===== src/rtl/booth_pkg.sv =====
// booth_pkg
//   Shared constants, types and helpers for the Booth product accumulator:
//   default operand width, product-width helper, FSM state encoding and
//   signed saturation limits.
package booth_pkg;

   localparam int BOOTH_WIDTH = 4;

   // Product of two WIDTH-bit signed operands needs 2*WIDTH bits.
   function automatic int prod_width(input int w);
      return 2 * w;
   endfunction

   typedef enum logic {
      ST_ACCUM = 1'b0,
      ST_DONE  = 1'b1
   } state_t;

   // Largest value representable in an n-bit two's complement number.
   function automatic longint sat_max(input int n);
      return (longint'(1) <<< (n - 1)) - 1;
   endfunction

   // Smallest value representable in an n-bit two's complement number.
   function automatic longint sat_min(input int n);
      return -(longint'(1) <<< (n - 1));
   endfunction

endpackage


===== src/rtl/booth_product_accumulator_if.sv =====
// booth_product_accumulator_if
//   Product input stream (in_valid/in_ready/in_product/in_last) and result
//   output stream (out_valid/out_ready/out_sum/out_terms/out_sat).
//   slave  : the accumulator (consumes products, produces results)
//   master : the environment (produces products, consumes results)
interface booth_product_accumulator_if
   import booth_pkg::*;
#(
   parameter int WIDTH     = BOOTH_WIDTH,
   parameter int ACC_WIDTH = 10,
   parameter int MAX_TERMS = 8
);
   localparam int PW    = prod_width(WIDTH);
   localparam int CNT_W = $clog2(MAX_TERMS + 1);

   logic                        in_valid;
   logic                        in_ready;
   logic signed [PW-1:0]        in_product;
   logic                        in_last;
   logic                        out_valid;
   logic                        out_ready;
   logic signed [ACC_WIDTH-1:0] out_sum;
   logic [CNT_W-1:0]            out_terms;
   logic                        out_sat;

   modport slave (
      input  in_valid, in_product, in_last, out_ready,
      output in_ready, out_valid, out_sum, out_terms, out_sat
   );

   modport master (
      output in_valid, in_product, in_last, out_ready,
      input  in_ready, out_valid, out_sum, out_terms, out_sat
   );
endinterface


===== src/rtl/booth_sat_add.sv =====
// booth_sat_add
//   Combinational signed saturating adder.
//   acc    : ACC_WIDTH signed accumulator value
//   addend : ADD_WIDTH signed addend (ADD_WIDTH <= ACC_WIDTH)
//   sum    : acc + addend clamped to the ACC_WIDTH signed range
//   ovf    : high when the clamp was applied
module booth_sat_add
   import booth_pkg::*;
#(
   parameter int ACC_WIDTH = 10,
   parameter int ADD_WIDTH = 8
) (
   input  logic signed [ACC_WIDTH-1:0] acc,
   input  logic signed [ADD_WIDTH-1:0] addend,
   output logic signed [ACC_WIDTH-1:0] sum,
   output logic                        ovf
);
   localparam logic signed [ACC_WIDTH:0] SUM_MAX = (ACC_WIDTH + 1)'(sat_max(ACC_WIDTH));
   localparam logic signed [ACC_WIDTH:0] SUM_MIN = (ACC_WIDTH + 1)'(sat_min(ACC_WIDTH));

   logic signed [ACC_WIDTH:0] wide;

   // One guard bit is enough: both operands fit in ACC_WIDTH bits.
   always_comb begin
      wide = {acc[ACC_WIDTH-1], acc}
           + {{(ACC_WIDTH + 1 - ADD_WIDTH){addend[ADD_WIDTH-1]}}, addend};
      ovf  = 1'b0;
      sum  = wide[ACC_WIDTH-1:0];
      if (wide > SUM_MAX) begin
         sum = SUM_MAX[ACC_WIDTH-1:0];
         ovf = 1'b1;
      end else if (wide < SUM_MIN) begin
         sum = SUM_MIN[ACC_WIDTH-1:0];
         ovf = 1'b1;
      end
   end
endmodule


===== src/rtl/booth_product_accumulator.sv =====
// booth_product_accumulator
//   Sums signed products from the Booth multiplier into groups of up to
//   MAX_TERMS terms with a saturating accumulator and sticky saturation flag.
//   clk : rising-edge clock
//   rst : synchronous active-high reset
//   bus : product input stream and group result output stream (slave side)
module booth_product_accumulator
   import booth_pkg::*;
#(
   parameter int WIDTH     = BOOTH_WIDTH,
   parameter int ACC_WIDTH = 10,
   parameter int MAX_TERMS = 8
) (
   input  logic                        clk,
   input  logic                        rst,
   booth_product_accumulator_if.slave  bus
);
   localparam int PW    = prod_width(WIDTH);
   localparam int CNT_W = $clog2(MAX_TERMS + 1);

   state_t                      state_q, state_d;
   logic signed [ACC_WIDTH-1:0] acc_q, acc_d;
   logic [CNT_W-1:0]            cnt_q, cnt_d;
   logic                        sat_q, sat_d;

   logic signed [ACC_WIDTH-1:0] add_sum;
   logic                        add_ovf;
   logic                        accept;

   booth_sat_add #(
      .ACC_WIDTH (ACC_WIDTH),
      .ADD_WIDTH (PW)
   ) u_sat_add (
      .acc    (acc_q),
      .addend (bus.in_product),
      .sum    (add_sum),
      .ovf    (add_ovf)
   );

   assign accept = bus.in_valid && (state_q == ST_ACCUM);

   always_comb begin
      state_d = state_q;
      acc_d   = acc_q;
      cnt_d   = cnt_q;
      sat_d   = sat_q;
      case (state_q)
         ST_ACCUM: begin
            if (accept) begin
               acc_d = add_sum;
               sat_d = sat_q | add_ovf;
               cnt_d = cnt_q + 1'b1;
               if (bus.in_last || (cnt_q == CNT_W'(MAX_TERMS - 1))) begin
                  state_d = ST_DONE;
               end
            end
         end
         ST_DONE: begin
            // Handoff cycle: nothing is accepted, the group is cleared.
            if (bus.out_ready) begin
               acc_d   = '0;
               cnt_d   = '0;
               sat_d   = 1'b0;
               state_d = ST_ACCUM;
            end
         end
         default: state_d = ST_ACCUM;
      endcase
   end

   always_ff @(posedge clk) begin
      if (rst) begin
         state_q <= ST_ACCUM;
         acc_q   <= '0;
         cnt_q   <= '0;
         sat_q   <= 1'b0;
      end else begin
         state_q <= state_d;
         acc_q   <= acc_d;
         cnt_q   <= cnt_d;
         sat_q   <= sat_d;
      end
   end

   // Results come straight from the group registers; they only change on
   // accept, handoff or reset, so they hold while out_valid waits.
   assign bus.in_ready  = (state_q == ST_ACCUM) && !rst;
   assign bus.out_valid = (state_q == ST_DONE);
   assign bus.out_sum   = acc_q;
   assign bus.out_terms = cnt_q;
   assign bus.out_sat   = sat_q;
endmodule


===== src/flat_wrapper.sv =====
// flat-port wrapper written by rule: the top's interface ports become plain ports
module booth_product_accumulator_flat import booth_pkg::*;
#(
   parameter int WIDTH     = BOOTH_WIDTH,
   parameter int ACC_WIDTH = 10,
   parameter int MAX_TERMS = 8
)
  (clk, rst, bus_in_valid, bus_in_product, bus_in_last, bus_out_ready, bus_in_ready, bus_out_valid, bus_out_sum, bus_out_terms, bus_out_sat);
  booth_product_accumulator_if #(.WIDTH(WIDTH), .ACC_WIDTH(ACC_WIDTH), .MAX_TERMS(MAX_TERMS)) bus_i ();
  input  logic clk;
  input  logic rst;
  input wire logic [$bits(bus_i.in_valid)-1:0] bus_in_valid;
  input wire logic [$bits(bus_i.in_product)-1:0] bus_in_product;
  input wire logic [$bits(bus_i.in_last)-1:0] bus_in_last;
  input wire logic [$bits(bus_i.out_ready)-1:0] bus_out_ready;
  output wire logic [$bits(bus_i.in_ready)-1:0] bus_in_ready;
  output wire logic [$bits(bus_i.out_valid)-1:0] bus_out_valid;
  output wire logic [$bits(bus_i.out_sum)-1:0] bus_out_sum;
  output wire logic [$bits(bus_i.out_terms)-1:0] bus_out_terms;
  output wire logic [$bits(bus_i.out_sat)-1:0] bus_out_sat;
  assign bus_i.in_valid = bus_in_valid;
  assign bus_i.in_product = bus_in_product;
  assign bus_i.in_last = bus_in_last;
  assign bus_i.out_ready = bus_out_ready;
  assign bus_in_ready = bus_i.in_ready;
  assign bus_out_valid = bus_i.out_valid;
  assign bus_out_sum = bus_i.out_sum;
  assign bus_out_terms = bus_i.out_terms;
  assign bus_out_sat = bus_i.out_sat;
  booth_product_accumulator #(.WIDTH(WIDTH), .ACC_WIDTH(ACC_WIDTH), .MAX_TERMS(MAX_TERMS)) u_core (.clk(clk), .rst(rst), .bus(bus_i));
endmodule

===== config.mk =====
export PLATFORM = sky130hd
export DESIGN_NAME = booth_product_accumulator_flat
export DESIGN_NICKNAME = d
export VERILOG_FILES = /design/src/rtl/booth_pkg.sv /design/src/rtl/booth_product_accumulator_if.sv /design/src/rtl/booth_sat_add.sv /design/src/rtl/booth_product_accumulator.sv /design/src/flat_wrapper.sv
export SDC_FILE = /design/constraint.sdc
export NUM_CORES = 1
export LEC_CHECK = 0
export BUFFER_PORTS_ARGS = -buffer_cell sky130_fd_sc_hd__buf_2
export CAP_MARGIN = 15
export CORE_ASPECT_RATIO = 0.75
export CORE_UTILIZATION = 47
export CTS_CLUSTER_SIZE = 30
export DETAILED_ROUTE_END_ITERATION = 6
export PLACE_DENSITY = 0.75
export SYNTH_ARGS = -nofsm -noshare
export SYNTH_HDL_FRONTEND = slang
export SYNTH_SLANG_ARGS = --single-unit

===== constraint.sdc =====
create_clock -name clk -period 1.9 [get_ports clk]
set_input_delay 0.095 -clock clk [delete_from_list [all_inputs] [get_ports clk]]
set_output_delay 0.095 -clock clk [all_outputs]
set_load 0.1 [all_outputs]

Word level (Yosys, flattened, before mapping) --
Cells that the tools add are included.
Word-level totals: logic and storage cells 35, output and inout port bits 17, input port bits 13, bits in registers 16
Cells by class: $add $sub $neg 2, equal/unequal tests 3, mux-type cells 17, $lt $le $gt $ge 2, reduce and logical (&&, ||, !) cells 5, bitwise operators 2
Operators with widths (count):
- $mux W10 | 4
- $pmux W10 S2 | 1
- $add A10 B8 Y11 | 1
- $gt A11 B10 Y1 const B | 1
- $lt A11 B10 Y1 const B | 1
- $mux W4 | 2
- $pmux W4 S2 | 1
- $mux W1 | 7
- $add A4 B1 Y4 const B | 1
- $eq A4 B3 Y1 const B | 1
- $pmux W1 S2 | 2
- $logic_and A1 B1 Y1 | 2
- $ne A2 B1 Y1 const B | 1
- $ne A2 B2 Y1 const B | 1
- $reduce_and A2 Y1 | 1
- $logic_not A1 Y1 | 1
- $logic_or A1 B1 Y1 | 1
- $not A1 Y1 | 1
- $or A1 B1 Y1 | 1

Depth between registers and ports, before layout --
depth after elaboration 7, mapped depth 9, depth with buffers taken out 9

Cells and area by module --
From an unflattened synthesis, not the netlist that was laid out.
Second synthesis, totals: cell total of the unflattened synthesis 163, area, all modules 1366.3 um^2
Modules (own cells, without submodules):
- booth_sat_add | sequential area each 0.0 um^2, area each 721.9 um^2, cells each 99, instances 1
- booth_product_accumulator | sequential area each 320.3 um^2, area each 644.4 um^2, cells each 64, instances 1

Worst setup path before layout --
OpenSTA, ideal clock, no wires.
path type register to register, start point register u_core.acc_q[0] (netlist: u_core.bus.out_sum[0]), end point register u_core.acc_q[1] (netlist: u_core.bus.out_sum[1]), arrival time 2.688 ns, required time 1.821 ns, stages on the path, launching flop included 10, setup slack -0.867 ns, clock period less this slack 2.767 ns, buffers on the path 0, library setup time 0.079 ns, cell sequence dfxtp_1 > ha_1 > inv_1 > fa_1 > nor2b_1 > o2111ai_1 > a31oi_1 > or2_1 > o21ai_1 > a22oi_1
Between the ends: longest elaborated chain between the ends 6, elaborated cells between the ends (all ways) 7, classes of those cells add/sub (1); order compare (2); mux (4)
Ends and longest elaborated chain:
- start: declaration | RTL line booth_product_accumulator.sv:22 | logic signed [ACC_WIDTH-1:0] acc_q, acc_d;
- start signal: assignment | RTL line booth_product_accumulator.sv:74 | acc_q <= '0;
- start signal: assignment | RTL line booth_product_accumulator.sv:79 | acc_q <= acc_d;
- $add A10 B8 Y11 * | RTL line booth_sat_add.sv:26 | + {{(ACC_WIDTH + 1 - ADD_WIDTH){addend[ADD_WIDTH-1]}}, addend};
- $lt A11 B10 Y1 | RTL line booth_sat_add.sv:32 | end else if (wide < SUM_MIN) begin
- $mux W10 | RTL line booth_sat_add.sv:32
- $mux W10 * | RTL line booth_sat_add.sv:29 | if (wide > SUM_MAX) begin
- $mux W10 * | RTL line booth_product_accumulator.sv:49 | if (accept) begin
- $pmux W10 S2 * | RTL line booth_product_accumulator.sv:47 | case (state_q)
Every way passes the cells marked *; elsewhere a longest branch is shown, timed or not. The select of a mux whose other input is x is not followed. A chain may end at the register's enable or synchronous reset.

Final worst setup path --
start point register u_core.acc_q[0] (netlist: u_core.bus.out_sum[0]), end point register u_core.acc_q[4] (netlist: u_core.bus.out_sum[4])
The elaborated chain is that of the path after synthesis.

==> impl_metrics.py <==
metrics = {
    "floorplan": {
        "start_util": 0.510,
        "die_width_um": 60.3,
        "dieArea_um2": 2750,
        "pin_count": 30,
        "design.core.area_um2": 2350,
        "num_rows": 15,
        "dieHeight_um": 45.7,
    },
    "final_layout": {
        "drive_gt1_frac": 0.458,
        "syn2layout_area_growth_pct": 39.9,
        "fillers": 175,
        "seqCellArea_um2": 347,
        "num-nets-final": 216,
        "final_area_um2": 1670,
        "diodes": 0,
        "multi_input_area_um2": 937,
    },
    "clocking": {
        "clk_latency_ps": 300,
        "cts_max_level": 1,
        "cts_buffer_depth": 2,
        "clk_pin_slew_ps": 110,
        "clkSinkCount": 16,
        "root_buffer": "clkbuf_4",
        "ctsHoldBuffers": 0,
        "cts_tree": "done",
        "cts_made_buffers": 3,
    },
    "placed_design": {
        "port_buffers": 29,
        "dp_hpwl_um": 2560,
        "place_area_um2": 1570,
        "routabilityCongestion": 0.906,
    },
    "worst_setup_path": {
        "crit_fanout": 6,
        "end_kind": "flop",
        "crit_chain": "ha_4 > inv_2 > fa_2 > nor2b_2 > o2111ai_2 > a31oi_2 > or2_4 > o211a_4 > a221o_1",
        "cpPeakStageDelay_ps": 370,
        "ff2ff_path_depth": 9,
        "critPathLaunchType": "flop",
        "critical-path-top-delay-family": "compound AO/OA/AOI/OAI gates",
        "worstPathRequired_ps": 2080,
        "crit_type": "reg2reg",
        "r2r-end": "u_core.bus.out_sum[4]",
        "cpMaxStageDelayCell": "dfxtp_4",
        "critPathArrivalTime_ps": 2230,
        "reg2reg_from": "u_core.bus.out_sum[0]",
        "ff2ff_setup_slack_ps": -140,
        "crit_buf_inv": 1,
    },
    "power": {
        "p_int_w": 0.00129,
        "swShare": 0.557,
        "seq_power_share": 0.189,
        "pwr-share-comb": 0.730,
        "p_leak_nw": 0.758,
        "switchingPower_w": 0.00163,
        "clkPwrFrac": 0.082,
        "powerDensity_nw_per_um2": 1750,
        "ir_drop_v": 0.00107,
    },
    "timing": {
        "rsz0062_at_grt": "true",
        "tightest_slew_ps": 491,
        "period_needed_ps": 2040,
        "layout_setup_ws_ps": -141,
        "fin_worst_skew_ps": 13.1,
        "hold_slack_ps": 24.8,
        "slew_headroom": 0.675,
        "fin_crit_sh": 1.07,
        "fmax_mhz": 490,
        "drv_slew": 0,
        "finalHoldViolations": 0,
        "finalSetupViolCount": 10,
    },
    "logic_synthesis": {
        "synth_nets": 164,
        "synthesis.area_um2": 1200,
        "syn_inst": 139,
        "ys_seq_area_frac": 0.268,
        "ys_seq_elements": 16,
        "syn_area_per_cell_um2": 8.61,
        "synth_cell_types": 41,
        "yosysWarnings": 0,
    },
    "run_status": {
        "status": "finished with violations",
        "violations": "setup timing",
    },
    "route": {
        "drc": 0,
        "drt_iter0_markers": 127,
        "avgViaCountPerCell": 5.60,
        "ant_nets": 0,
        "routed_wirelength_um": 3270,
        "detail_route.first_pass.iterations": 4,
        "vias": 1255,
        "wl_per_cell_um": 14.6,
    },
    "global_route": {
        "antenna_found_initial": 0,
        "grt_max_degree": 12,
        "grt_pass1_wl_um": 5530,
        "grt_overflow": 0,
        "grtUsageTotal": 0.278,
        "grt_pass1_vias": 1201,
    },
    "hold_path": {
        "hold_class": "in2reg",
        "min_path_cells": 2,
        "min_from": "rst",
        "holdPathEnd": "u_core.bus.out_valid",
    },
    "flow_run": {
        "cap_violations": 0,
    },
}
[placed cells by master, fill, tap and decap left out, types with 2 or more instances in the layout]
cell and n:
buf_4 19, a21o_1 3, nand3_1 3, dfxtp_1 5, nor2b_1 5, a311oi_1 2, clkbuf_4 3, o21ai_2 3
nor3_1 3, inv_1 5, a21oi_2 2, dfxtp_2 6, nand2_1 12, o21ai_0 3, o21a_1 2, a221o_1 6
a22oi_1 3, a221oi_1 2, nand4_1 2, dfxtp_4 5, xnor2_1 6, nor2_1 12, nand2b_1 4, ha_4 3
ha_1 8, a21oi_1 10, buf_2 29
[metal layers]
metal	GRT usage	up-vias	wire, µm
li1	-	626	-
met1	0.362	582	1440
met2	0.457	41	1540
met3	0.0568	6	252
met4	0.0977	0	42
met5	0	-	0
[Yosys cell counts]
| cell | instances | area share |
|---|---|---|
| or2_1 | 1 | 0.0052 |
| a221o_1 | 6 | 0.050 |
| inv_1 | 6 | 0.019 |
| o21a_1 | 2 | 0.013 |
| ha_1 | 11 | 0.12 |
| a211oi_2 | 1 | 0.010 |
| o2111ai_1 | 1 | 0.0073 |
| fa_1 | 1 | 0.017 |
| a31o_2 | 1 | 0.0073 |
| nor3_1 | 3 | 0.013 |
| a221oi_1 | 2 | 0.015 |
| and3_4 | 1 | 0.0094 |
| a22oi_1 | 3 | 0.019 |
| xnor2_1 | 6 | 0.044 |
| o211ai_1 | 1 | 0.0063 |
| o21ai_0 | 3 | 0.013 |
| nor2_2 | 1 | 0.0052 |
| a22o_1 | 1 | 0.0073 |
| and3b_1 | 1 | 0.0073 |
| a21oi_1 | 12 | 0.050 |
| nand2_1 | 12 | 0.038 |
| nand2b_1 | 4 | 0.021 |
| nor2b_1 | 6 | 0.031 |
| a31oi_1 | 1 | 0.0052 |
| nor2_1 | 13 | 0.041 |
| a21o_1 | 3 | 0.019 |
| and2_0 | 1 | 0.0052 |
| o211a_4 | 1 | 0.015 |
| o21ai_2 | 2 | 0.015 |
| mux2i_1 | 1 | 0.0084 |
| o41ai_2 | 1 | 0.014 |
| o21ai_1 | 2 | 0.0084 |
| nor2b_4 | 1 | 0.012 |
| nand4_1 | 2 | 0.010 |
| and2_1 | 1 | 0.0052 |
| a311oi_1 | 2 | 0.015 |
| and3_1 | 1 | 0.0052 |
| clkbuf_1 | 1 | 0.0031 |
| dfxtp_1 | 16 | 0.27 |
| o211ai_4 | 1 | 0.018 |
| nand3_1 | 3 | 0.013 |
[registers in the layout (all words and copies together), names as in the netlist]
register / flops
u_core.bus.out_sat: 1
u_core.bus.out_valid: 1
u_core.bus.out_terms: 4
u_core.bus.out_sum: 10
[worst max path at each step]
stage,from,endpoint,slack (ps),depth (start not counted)
after floorplan,u_core.bus.out_sum[6],u_core.bus.out_sum[5],-220,6
after global placement,u_core.bus.out_sum[2],u_core.bus.out_sum[8],-70,7
after detailed placement,u_core.bus.out_sum[2],u_core.bus.out_sum[4],-170,7
after CTS,u_core.bus.out_sum[0],u_core.bus.out_sum[2],-110,9
after global routing,u_core.bus.out_sum[3],u_core.bus.out_sum[4],-180,7
final,u_core.bus.out_sum[0],u_core.bus.out_sum[4],-140,9
[area by class of cell]
cell class | count | share of cell area
Clock buffer | 4 | 0.0217
Inverter | 6 | 0.0135
Sequential cell | 16 | 0.207
Tap cell | 34 | 0.0254
Timing Repair Buffer | 48 | 0.172
Multi-Input combinational cell | 116 | 0.560
[power by group through the flow]
stage	logic (W)	clock network [W]	registers [W]
after floorplan	0.000854	0	0.00126
after global placement	0.00200	0	0.000546
after detailed placement	0.00205	0	0.000550
after CTS	0.00211	0.000244	0.000548
after global routing	0.00227	0.000260	0.000564
final	0.00213	0.000238	0.000551
[what timing repair did]
item,CTS,global route
pin swaps,2,3
endpoints found under the setup margin,11,11
buffers inserted,1,2
gates resized for setup,8,0
[cells by family (layout without fill, tap and decap cells)]
| group | Yosys count | after routing | share of synthesized area |
|---|---|---|---|
| and+or+nand+nor | 51 | 51 | 0.221 |
| AOI/OAI and AO/OA | 46 | 46 | 0.305 |
| DFF | 16 | 16 | 0.268 |
| adders and majority gates | 12 | 12 | 0.132 |
| buffers and inverters | 7 | 58 | 0.0220 |
| xor gates and xnor gates | 6 | 6 | 0.0439 |
| muxes | 1 | 1 | 0.00837 |
[per-stage QoR]
| step | TNS, ps | power [W] | std cells | utilization | setup slack (ps) |
|---|---|---|---|---|---|
| global placement | -468 | 0.00254 | 217 | 0.668 | -71.9 |
| finish | -1070 | 0.00292 | 224 | 0.713 | -141 |
| CTS | -894 | 0.00290 | 222 | 0.707 | -110 |
| detailed placement | -1230 | 0.00260 | 217 | 0.668 | -172 |
| floorplan | -2060 | 0.00211 | 139 | - | -223 |
| global route | -1650 | 0.00310 | 224 | 0.713 | -184 |
Note: power is estimated with default switching activity, not from simulation.
